File: config.mk
export PLATFORM = sky130hd
export DESIGN_NAME = tone_sequence_detector_flat
export DESIGN_NICKNAME = d
export VERILOG_FILES = /design/src/rtl/tone_sequence_detector_pkg.sv /design/src/rtl/tone_sequence_detector_if.sv /design/src/rtl/tone_sequence_detector_peak.sv /design/src/rtl/tone_sequence_detector.sv /design/src/flat_wrapper.sv
export SDC_FILE = /design/constraint.sdc
export NUM_CORES = 1
export LEC_CHECK = 0
export ABC_AREA = 1
export ABC_CLOCK_PERIOD_IN_PS = 2660
export BUFFER_PORTS_ARGS = -buffer_cell sky130_fd_sc_hd__buf_2
export CAP_MARGIN = 30
export CORE_MARGIN = 2
export CORE_UTILIZATION = 40
export CTS_CLUSTER_SIZE = 25
export DETAILED_ROUTE_END_ITERATION = 7
export GPL_TIMING_DRIVEN = 0
export PLACE_DENSITY = 0.61
export SKIP_LAST_GASP = 1
export SLEW_MARGIN = 5
export SYNTH_ARGS = -nofsm -noshare
export SYNTH_HDL_FRONTEND = slang
export SYNTH_SLANG_ARGS = --single-unit
File: constraint.sdc
create_clock -name clk_in -period 2.66 [get_ports clk_in]
set_clock_uncertainty 0.1 [all_clocks]
set_input_delay 0.266 -clock clk_in [delete_from_list [all_inputs] [get_ports clk_in]]
set_output_delay 0.266 -clock clk_in [all_outputs]
set_load 0.1 [all_outputs]
File: src/rtl/tone_sequence_detector_pkg.sv
// Shared types and helpers for the tone sequence detector.
// Build option: TONE_SNR_EN enables the per-frame SNR gate.
package tone_det_pkg;

  typedef enum logic [1:0] {
    SCAN,
    DROP,
    CLASSIFY,
    REPORT
  } state_t;

  localparam int unsigned TONE_NONE = 0;

  function automatic int unsigned classify_bin(
    input int unsigned bin,
    input int unsigned base,
    input int unsigned step_log2,
    input int unsigned num_tones
  );
    int unsigned hi;
    hi = base + (num_tones << step_log2);
    if (bin >= base && bin < hi)
      return ((bin - base) >> step_log2) + 1;
    return TONE_NONE;
  endfunction

endpackage

File: src/rtl/tone_sequence_detector_if.sv
// Magnitude stream in, packed tone sequence out.
// Build option: TONE_SNR_EN (no effect on this interface).
interface tone_seq_if #(
  parameter int DATA_W = 32,
  parameter int SEQ_W  = 9
) ();
  logic              s_valid;
  logic              s_last;
  logic [DATA_W-1:0] s_data;
  logic              s_ready;
  logic [DATA_W-1:0] min_mag;
  logic [SEQ_W-1:0]  out_seq;
  logic              out_valid;
  logic              out_ready;
  logic              frame_err;

  modport master (
    output s_valid, s_last, s_data, min_mag, out_ready,
    input  s_ready, out_seq, out_valid, frame_err
  );

  modport slave (
    input  s_valid, s_last, s_data, min_mag, out_ready,
    output s_ready, out_seq, out_valid, frame_err
  );
endinterface

File: src/rtl/tone_sequence_detector_peak.sv
// Running max/argmax over a bin window, optional magnitude sum.
// Build option: TONE_SNR_EN adds the frame sum accumulator.
module tone_peak_tracker #(
  parameter int DATA_W = 32,
  parameter int BIN_W  = 6
) (
  input  logic                    clk_in,
  input  logic                    rst_in_n,
  input  logic                    clear,
  input  logic                    win_en,
`ifdef TONE_SNR_EN
  input  logic                    acc_en,
  output logic [DATA_W+BIN_W-1:0] sum,
`endif
  input  logic [DATA_W-1:0]       data,
  input  logic [BIN_W-1:0]        bin,
  output logic [DATA_W-1:0]       peak_mag,
  output logic [BIN_W-1:0]        peak_bin
);

  // Strictly-greater update keeps the lowest bin on ties.
  always_ff @(posedge clk_in or negedge rst_in_n) begin
    if (!rst_in_n) begin
      peak_mag <= '0;
      peak_bin <= '0;
    end else if (clear) begin
      peak_mag <= '0;
      peak_bin <= '0;
    end else if (win_en && data > peak_mag) begin
      peak_mag <= data;
      peak_bin <= bin;
    end
  end

`ifdef TONE_SNR_EN
  // Sum of every scanned beat of the frame.
  always_ff @(posedge clk_in or negedge rst_in_n) begin
    if (!rst_in_n)
      sum <= '0;
    else if (clear)
      sum <= '0;
    else if (acc_en)
      sum <= sum + (DATA_W+BIN_W)'(data);
  end
`endif

endmodule

File: src/rtl/tone_sequence_detector.sv
// Per-frame peak classification, packed over NUM_FRAMES frames.
// Build option: TONE_SNR_EN gates codes on peak vs frame energy.
module tone_sequence_detector
  import tone_det_pkg::*;
#(
  parameter int DATA_W         = 32,
  parameter int NFFT           = 64,
  parameter int NUM_FRAMES     = 3,
  parameter int NUM_TONES      = 4,
  parameter int TONE_BASE      = 8,
  parameter int TONE_STEP_LOG2 = 2
`ifdef TONE_SNR_EN
  ,
  parameter int SNR_SHIFT      = 3
`endif
) (
  input logic      clk_in,
  input logic      rst_in_n,
  tone_seq_if.slave bus
);

  localparam int BIN_W  = $clog2(NFFT);
  localparam int TONE_W = $clog2(NUM_TONES + 1);
  localparam int SEQ_W  = NUM_FRAMES * TONE_W;
  localparam int FC_W   = (NUM_FRAMES > 1) ? $clog2(NUM_FRAMES) : 1;
  localparam logic [BIN_W-1:0] LAST_BIN = BIN_W'(NFFT - 1);
  localparam logic [BIN_W-1:0] HALF_BIN = BIN_W'(NFFT / 2);
  localparam logic [FC_W-1:0]  LAST_FC  = FC_W'(NUM_FRAMES - 1);

  state_t            state_q, state_d;
  logic [BIN_W-1:0]  bin_q, bin_d;
  logic [FC_W-1:0]   fc_q, fc_d;
  logic [SEQ_W-1:0]  hist_q, hist_d;
  logic              err_q, err_d;
  logic              clear;
  logic              beat;
  logic              win_en;
  logic              snr_ok;
  logic [DATA_W-1:0] peak_mag;
  logic [BIN_W-1:0]  peak_bin;
  logic [TONE_W-1:0] code;

  assign bus.s_ready   = (state_q == SCAN) || (state_q == DROP);
  assign bus.out_valid = (state_q == REPORT);
  assign bus.out_seq   = bus.out_valid ? hist_q : '0;
  assign bus.frame_err = err_q;

  assign beat   = bus.s_valid && bus.s_ready;
  assign win_en = beat && (state_q == SCAN) &&
                  (bin_q != '0) && (bin_q < HALF_BIN);

`ifdef TONE_SNR_EN
  localparam int SUM_W = DATA_W + BIN_W;
  localparam int SH_W  = SUM_W + SNR_SHIFT;
  logic [SUM_W-1:0] sum;

  tone_peak_tracker #(
    .DATA_W (DATA_W),
    .BIN_W  (BIN_W)
  ) u_peak (
    .clk_in   (clk_in),
    .rst_in_n (rst_in_n),
    .clear    (clear),
    .win_en   (win_en),
    .acc_en   (beat && (state_q == SCAN)),
    .sum      (sum),
    .data     (bus.s_data),
    .bin      (bin_q),
    .peak_mag (peak_mag),
    .peak_bin (peak_bin)
  );

  assign snr_ok = (SH_W'(peak_mag) << SNR_SHIFT) >= SH_W'(sum);
`else
  tone_peak_tracker #(
    .DATA_W (DATA_W),
    .BIN_W  (BIN_W)
  ) u_peak (
    .clk_in   (clk_in),
    .rst_in_n (rst_in_n),
    .clear    (clear),
    .win_en   (win_en),
    .data     (bus.s_data),
    .bin      (bin_q),
    .peak_mag (peak_mag),
    .peak_bin (peak_bin)
  );

  assign snr_ok = 1'b1;
`endif

  // Band code for the current peak, squelched when too weak.
  always_comb begin
    code = TONE_W'(classify_bin(32'(peak_bin), TONE_BASE,
                                TONE_STEP_LOG2, NUM_TONES));
    if (peak_mag < bus.min_mag || !snr_ok)
      code = TONE_W'(TONE_NONE);
  end

  // Frame framing, classification and report sequencing.
  always_comb begin
    state_d = state_q;
    bin_d   = bin_q;
    fc_d    = fc_q;
    hist_d  = hist_q;
    err_d   = 1'b0;
    clear   = 1'b0;
    unique case (state_q)
      SCAN: begin
        if (beat) begin
          if (bin_q == LAST_BIN) begin
            bin_d = '0;
            if (bus.s_last) begin
              state_d = CLASSIFY;
            end else begin
              err_d   = 1'b1;
              clear   = 1'b1;
              state_d = DROP;
            end
          end else if (bus.s_last) begin
            bin_d = '0;
            err_d = 1'b1;
            clear = 1'b1;
          end else begin
            bin_d = bin_q + 1'b1;
          end
        end
      end
      DROP: begin
        if (beat && bus.s_last)
          state_d = SCAN;
      end
      CLASSIFY: begin
        for (int k = 0; k < NUM_FRAMES; k++)
          if (fc_q == FC_W'(k))
            hist_d[k*TONE_W +: TONE_W] = code;
        clear = 1'b1;
        if (fc_q == LAST_FC) begin
          state_d = REPORT;
        end else begin
          fc_d    = fc_q + 1'b1;
          state_d = SCAN;
        end
      end
      REPORT: begin
        if (bus.out_ready) begin
          state_d = SCAN;
          fc_d    = '0;
          hist_d  = '0;
        end
      end
      default: state_d = SCAN;
    endcase
  end

  // State, counters, history and error pulse registers.
  always_ff @(posedge clk_in or negedge rst_in_n) begin
    if (!rst_in_n) begin
      state_q <= SCAN;
      bin_q   <= '0;
      fc_q    <= '0;
      hist_q  <= '0;
      err_q   <= 1'b0;
    end else begin
      state_q <= state_d;
      bin_q   <= bin_d;
      fc_q    <= fc_d;
      hist_q  <= hist_d;
      err_q   <= err_d;
    end
  end

endmodule

File: src/flat_wrapper.sv
// flat-port wrapper written by rule: the top's interface ports become plain ports
module tone_sequence_detector_flat import tone_det_pkg::*;
#(
  parameter int DATA_W         = 32,
  parameter int NFFT           = 64,
  parameter int NUM_FRAMES     = 3,
  parameter int NUM_TONES      = 4,
  parameter int TONE_BASE      = 8,
  parameter int TONE_STEP_LOG2 = 2

)
  (clk_in, rst_in_n, bus_s_valid, bus_s_last, bus_s_data, bus_min_mag, bus_out_ready, bus_s_ready, bus_out_seq, bus_out_valid, bus_frame_err);
  tone_seq_if #(.DATA_W(DATA_W), .SEQ_W((9))) bus_i ();
  input logic clk_in;
  input logic rst_in_n;
  input wire logic [$bits(bus_i.s_valid)-1:0] bus_s_valid;
  input wire logic [$bits(bus_i.s_last)-1:0] bus_s_last;
  input wire logic [$bits(bus_i.s_data)-1:0] bus_s_data;
  input wire logic [$bits(bus_i.min_mag)-1:0] bus_min_mag;
  input wire logic [$bits(bus_i.out_ready)-1:0] bus_out_ready;
  output wire logic [$bits(bus_i.s_ready)-1:0] bus_s_ready;
  output wire logic [$bits(bus_i.out_seq)-1:0] bus_out_seq;
  output wire logic [$bits(bus_i.out_valid)-1:0] bus_out_valid;
  output wire logic [$bits(bus_i.frame_err)-1:0] bus_frame_err;
  assign bus_i.s_valid = bus_s_valid;
  assign bus_i.s_last = bus_s_last;
  assign bus_i.s_data = bus_s_data;
  assign bus_i.min_mag = bus_min_mag;
  assign bus_i.out_ready = bus_out_ready;
  assign bus_s_ready = bus_i.s_ready;
  assign bus_out_seq = bus_i.out_seq;
  assign bus_out_valid = bus_i.out_valid;
  assign bus_frame_err = bus_i.frame_err;
  tone_sequence_detector #(.DATA_W(DATA_W), .NFFT(NFFT), .NUM_FRAMES(NUM_FRAMES), .NUM_TONES(NUM_TONES), .TONE_BASE(TONE_BASE), .TONE_STEP_LOG2(TONE_STEP_LOG2)) u_core (.clk_in(clk_in), .rst_in_n(rst_in_n), .bus(bus_i));
endmodule
==> reports/results.tsv <==
stage	metric	value	unit
finish	fin_nets	841	
yosys	yosysTopAreaCell	dfrtp_1	
cts	cts_tree	done	
placement	place.port_buffers	80	
global_route	antenna_found_initial	0	
flow_run	maxCapViolCount	0	
sta	drv_slew	0	
yosys	ys_seq_area_frac	0.3212	
floorplan	io_pins	81	
global_route	grt_max_degree	59	
sta	rsz0062_at_grt	no	
placement	placed_cells	830	
worst_setup_path	critPathMaxFanout	10	
sta	max_slew_margin	0.4869	
sta	setup_viol	0	
cts	post_cts_buffers	0	
yosys	ys_async_sr_fraction	1.000	
yosys	syn_inst	610	
routing	wl_per_cell	12.65	µm
run_status	status	completed	
worst_setup_path	crit_path_start_kind	flip-flop	
sta	hold_ws	0.1106	ns
cts	clockBufferDepth	2	
worst_setup_path	arrival	2.42	ns
worst_setup_path	slowest_delay	0.40	ns
yosys	syn_nets	749	
cts	clkLatencyLatePin	0.33	ns
yosys	synth_edf_count	0	
worst_setup_path	crit_top_cell	nand2_1	
finish	stdcell_area	0.005371	mm²
finish	utilization	0.4912	
worst_setup_path	critPathSlowestCell	dfrtp_1	
cts	cts-root-buf	clkbuf_16	
worst_setup_path	path_class	flip-flop to flip-flop	
placement	dpl-instance-area	0.005096	mm²
worst_setup_path	path_cells	inv_1, ha_1, nand2_1, nor2_1, nand2_1, nor2_1, nand2_1, nand2_1, buf_2, buf_2, nand4_1, nand2_1	
power	power-per-cell-area	751.4	mW/mm²
floorplan	die_y	110.3	µm
sta	hold_viol	0	
floorplan	fp.dieW	110.3	µm
worst_setup_path	critPathRequiredTime	2.82	ns
cts	numCtsBuffers	9	
global_route	grt_use_total	0.1925	
power	ir_worst_vdd	0.4526	mV
yosys	ys_types	27	
routing	wirelength	10710	µm
global_route	grt_pass1_vias	4146	
sta	max_freq	0.4434	GHz
finish	drive_above_1_share	0.1768	
global_route	grt.overflow.total	0	
sta	worst_pin_slew	0.7696	ns
yosys	synth_area	0.004518	mm²
routing	dr.first_iter.drc_count	149	
yosys	yosysWarnings	0	
finish	antennaDiodeCount	0	
cts	clkTransAtPathRegs	0.05	ns
sta	finalWorstPathRequiredPeriod	2.255	ns
floorplan	num_rows	38	
sta	finalCritPeriodShare	0.8478	
worst_hold_path	hold_path_class	input port to flip-flop	
cts	cts_sinks	58	
cts	cts_hold_buf	1	
finish	instances_no_fill	847	
finish	final_common_cell	nand2_1	
routing	ant_nets	0	
routing	via_per_inst	4.979	
finish	final_cell_mix	nand2_1, inv_1, buf_2	
yosys	synth_area_leaders	dfrtp_1, ha_1, nand2_1	
routing	drc	0	
sta	setup_tns	0	ns
placement	routabilityCongestion	0.7824	
yosys	ys_ff_latch	58	
cts	h-tree-depth	3	
finish	syn_to_final_growth	18.89	%
power	leakagePower	3.085	nW
floorplan	core-area	0.01094	mm²
yosys	synthFlopType	dfrtp_1	
cts	cts_resized	0	
yosys	syn-mean-instance-area	7.407	µm²
placement	dp_hpwl	8314	µm
routing	first_pass_iters	4	
floorplan	die-area	0.01216	mm²
yosys	yosys.area.top_type_share	0.3212	
routing	num_vias	4217	
floorplan	start_util	0.4132	
global_route	grt_pass1_wl	18280	µm
worst_setup_path	end_kind	flip-flop	
[metal layers]
| metal | wire [µm] | track usage | vias up |
|---|---|---|---|
| li1 | - | - | 2177 |
| met1 | 5035 | 0.2466 | 1932 |
| met2 | 4973 | 0.3164 | 88 |
| met3 | 432 | 0.02939 | 20 |
| met4 | 269 | 0.09464 | 0 |
| met5 | 0 | 0 | - |
[synthesized netlist by cell type (2+ instances only)]
library cell and n:
nand3_1 55, nor2_2 3, nor2_4 2, nor3_1 5, xor2_1 2, buf_6 6, o21a_1 2, nand2_1 145
buf_2 12, nand4_1 40, o21ai_0 15, dfrtp_1 58, inv_1 109, o211ai_1 3, ha_1 70, inv_2 4
a21oi_1 32, nor2_1 38
[registers in the layout (all words and copies together) (netlist names)]
signal and flops:
u_core.hist_q 9, u_core.u_peak.peak_mag 32, u_core.bus.frame_err 1, u_core.fc_q 2
u_core.u_peak.peak_bin 6, u_core.state_q 2, u_core.bin_q 6
[power breakdown]
| group | total (mW) | leakage, nW | internal (mW) | switching [mW] |
|---|---|---|---|---|
| Sequential | 1.22 | 0.785 | 1.07 | 0.155 |
| Combinational | 1.77 | 2.17 | 0.649 | 1.12 |
| Clock | 1.05 | 0.133 | 0.651 | 0.395 |
[layout make-up]
| type | instances | area, µm² |
|---|---|---|
| multi-input combinational | 418 | 2500 |
| tap | 140 | 175.2 |
| buffer | 21 | 142.6 |
| fill | 1105 | 5564 |
| sequential | 58 | 1451 |
| clock inverter | 3 | 15.01 |
| timing repair buffer | 81 | 412.9 |
| clock buffer | 13 | 250.2 |
| inverter | 113 | 424.2 |
[critical path: cells and delay by family (launching register included)]
kind	cells	cell delay [ns]
buf+inv	3	0.56
flops	1	0.40
fa+ha+maj	1	0.29
simple gates	8	0.84
[worst paths after layout]
check / slack [ns] / start / endpoint / depth (start not counted)
setup / recovery: 0.40 / u_core.u_peak.peak_mag[31]$_DFFE_PN0P_ / u_core.u_peak.peak_mag[3]$_DFFE_PN0P_ / 12
hold / removal: 0.11 / bus_s_data[30] / u_core.u_peak.peak_mag[30]$_DFFE_PN0P_ / 3
setup reg to reg: 0.40 / u_core.u_peak.peak_mag[31]$_DFFE_PN0P_ / u_core.u_peak.peak_mag[3]$_DFFE_PN0P_ / 12
hold reg to reg: 0.39 / u_core.hist_q[4]$_DFFE_PN0P_ / u_core.hist_q[4]$_DFFE_PN0P_ / 2
max in group asynchronous: 1.50 / rst_in_n / u_core.u_peak.peak_mag[7]$_DFFE_PN0P_ / 2
min in group asynchronous: 0.46 / rst_in_n / u_core.u_peak.peak_mag[29]$_DFFE_PN0P_ / 2
[stage by stage]
| step | worst slack, ns | total power [mW] |
|---|---|---|
| after global placement | 0.4753 | 2.938 |
| after CTS | 0.3865 | 4.072 |
| after detailed placement | 0.4228 | 3.012 |
| after floorplan | 0.3806 | 2.516 |
| final | 0.4050 | 4.036 |
| after global routing | 0.1869 | 4.414 |
[logic make-up after synthesis]
group,synth area share
AO/OA/AOI/OAI,0.06536
buffers and inverters,0.1254
adder cells (fa/ha/maj),0.1939
XOR/XNOR,0.003878
flip-flops,0.3212
AND/OR/NAND/NOR,0.2902
(Power assumes the default switching activity.)
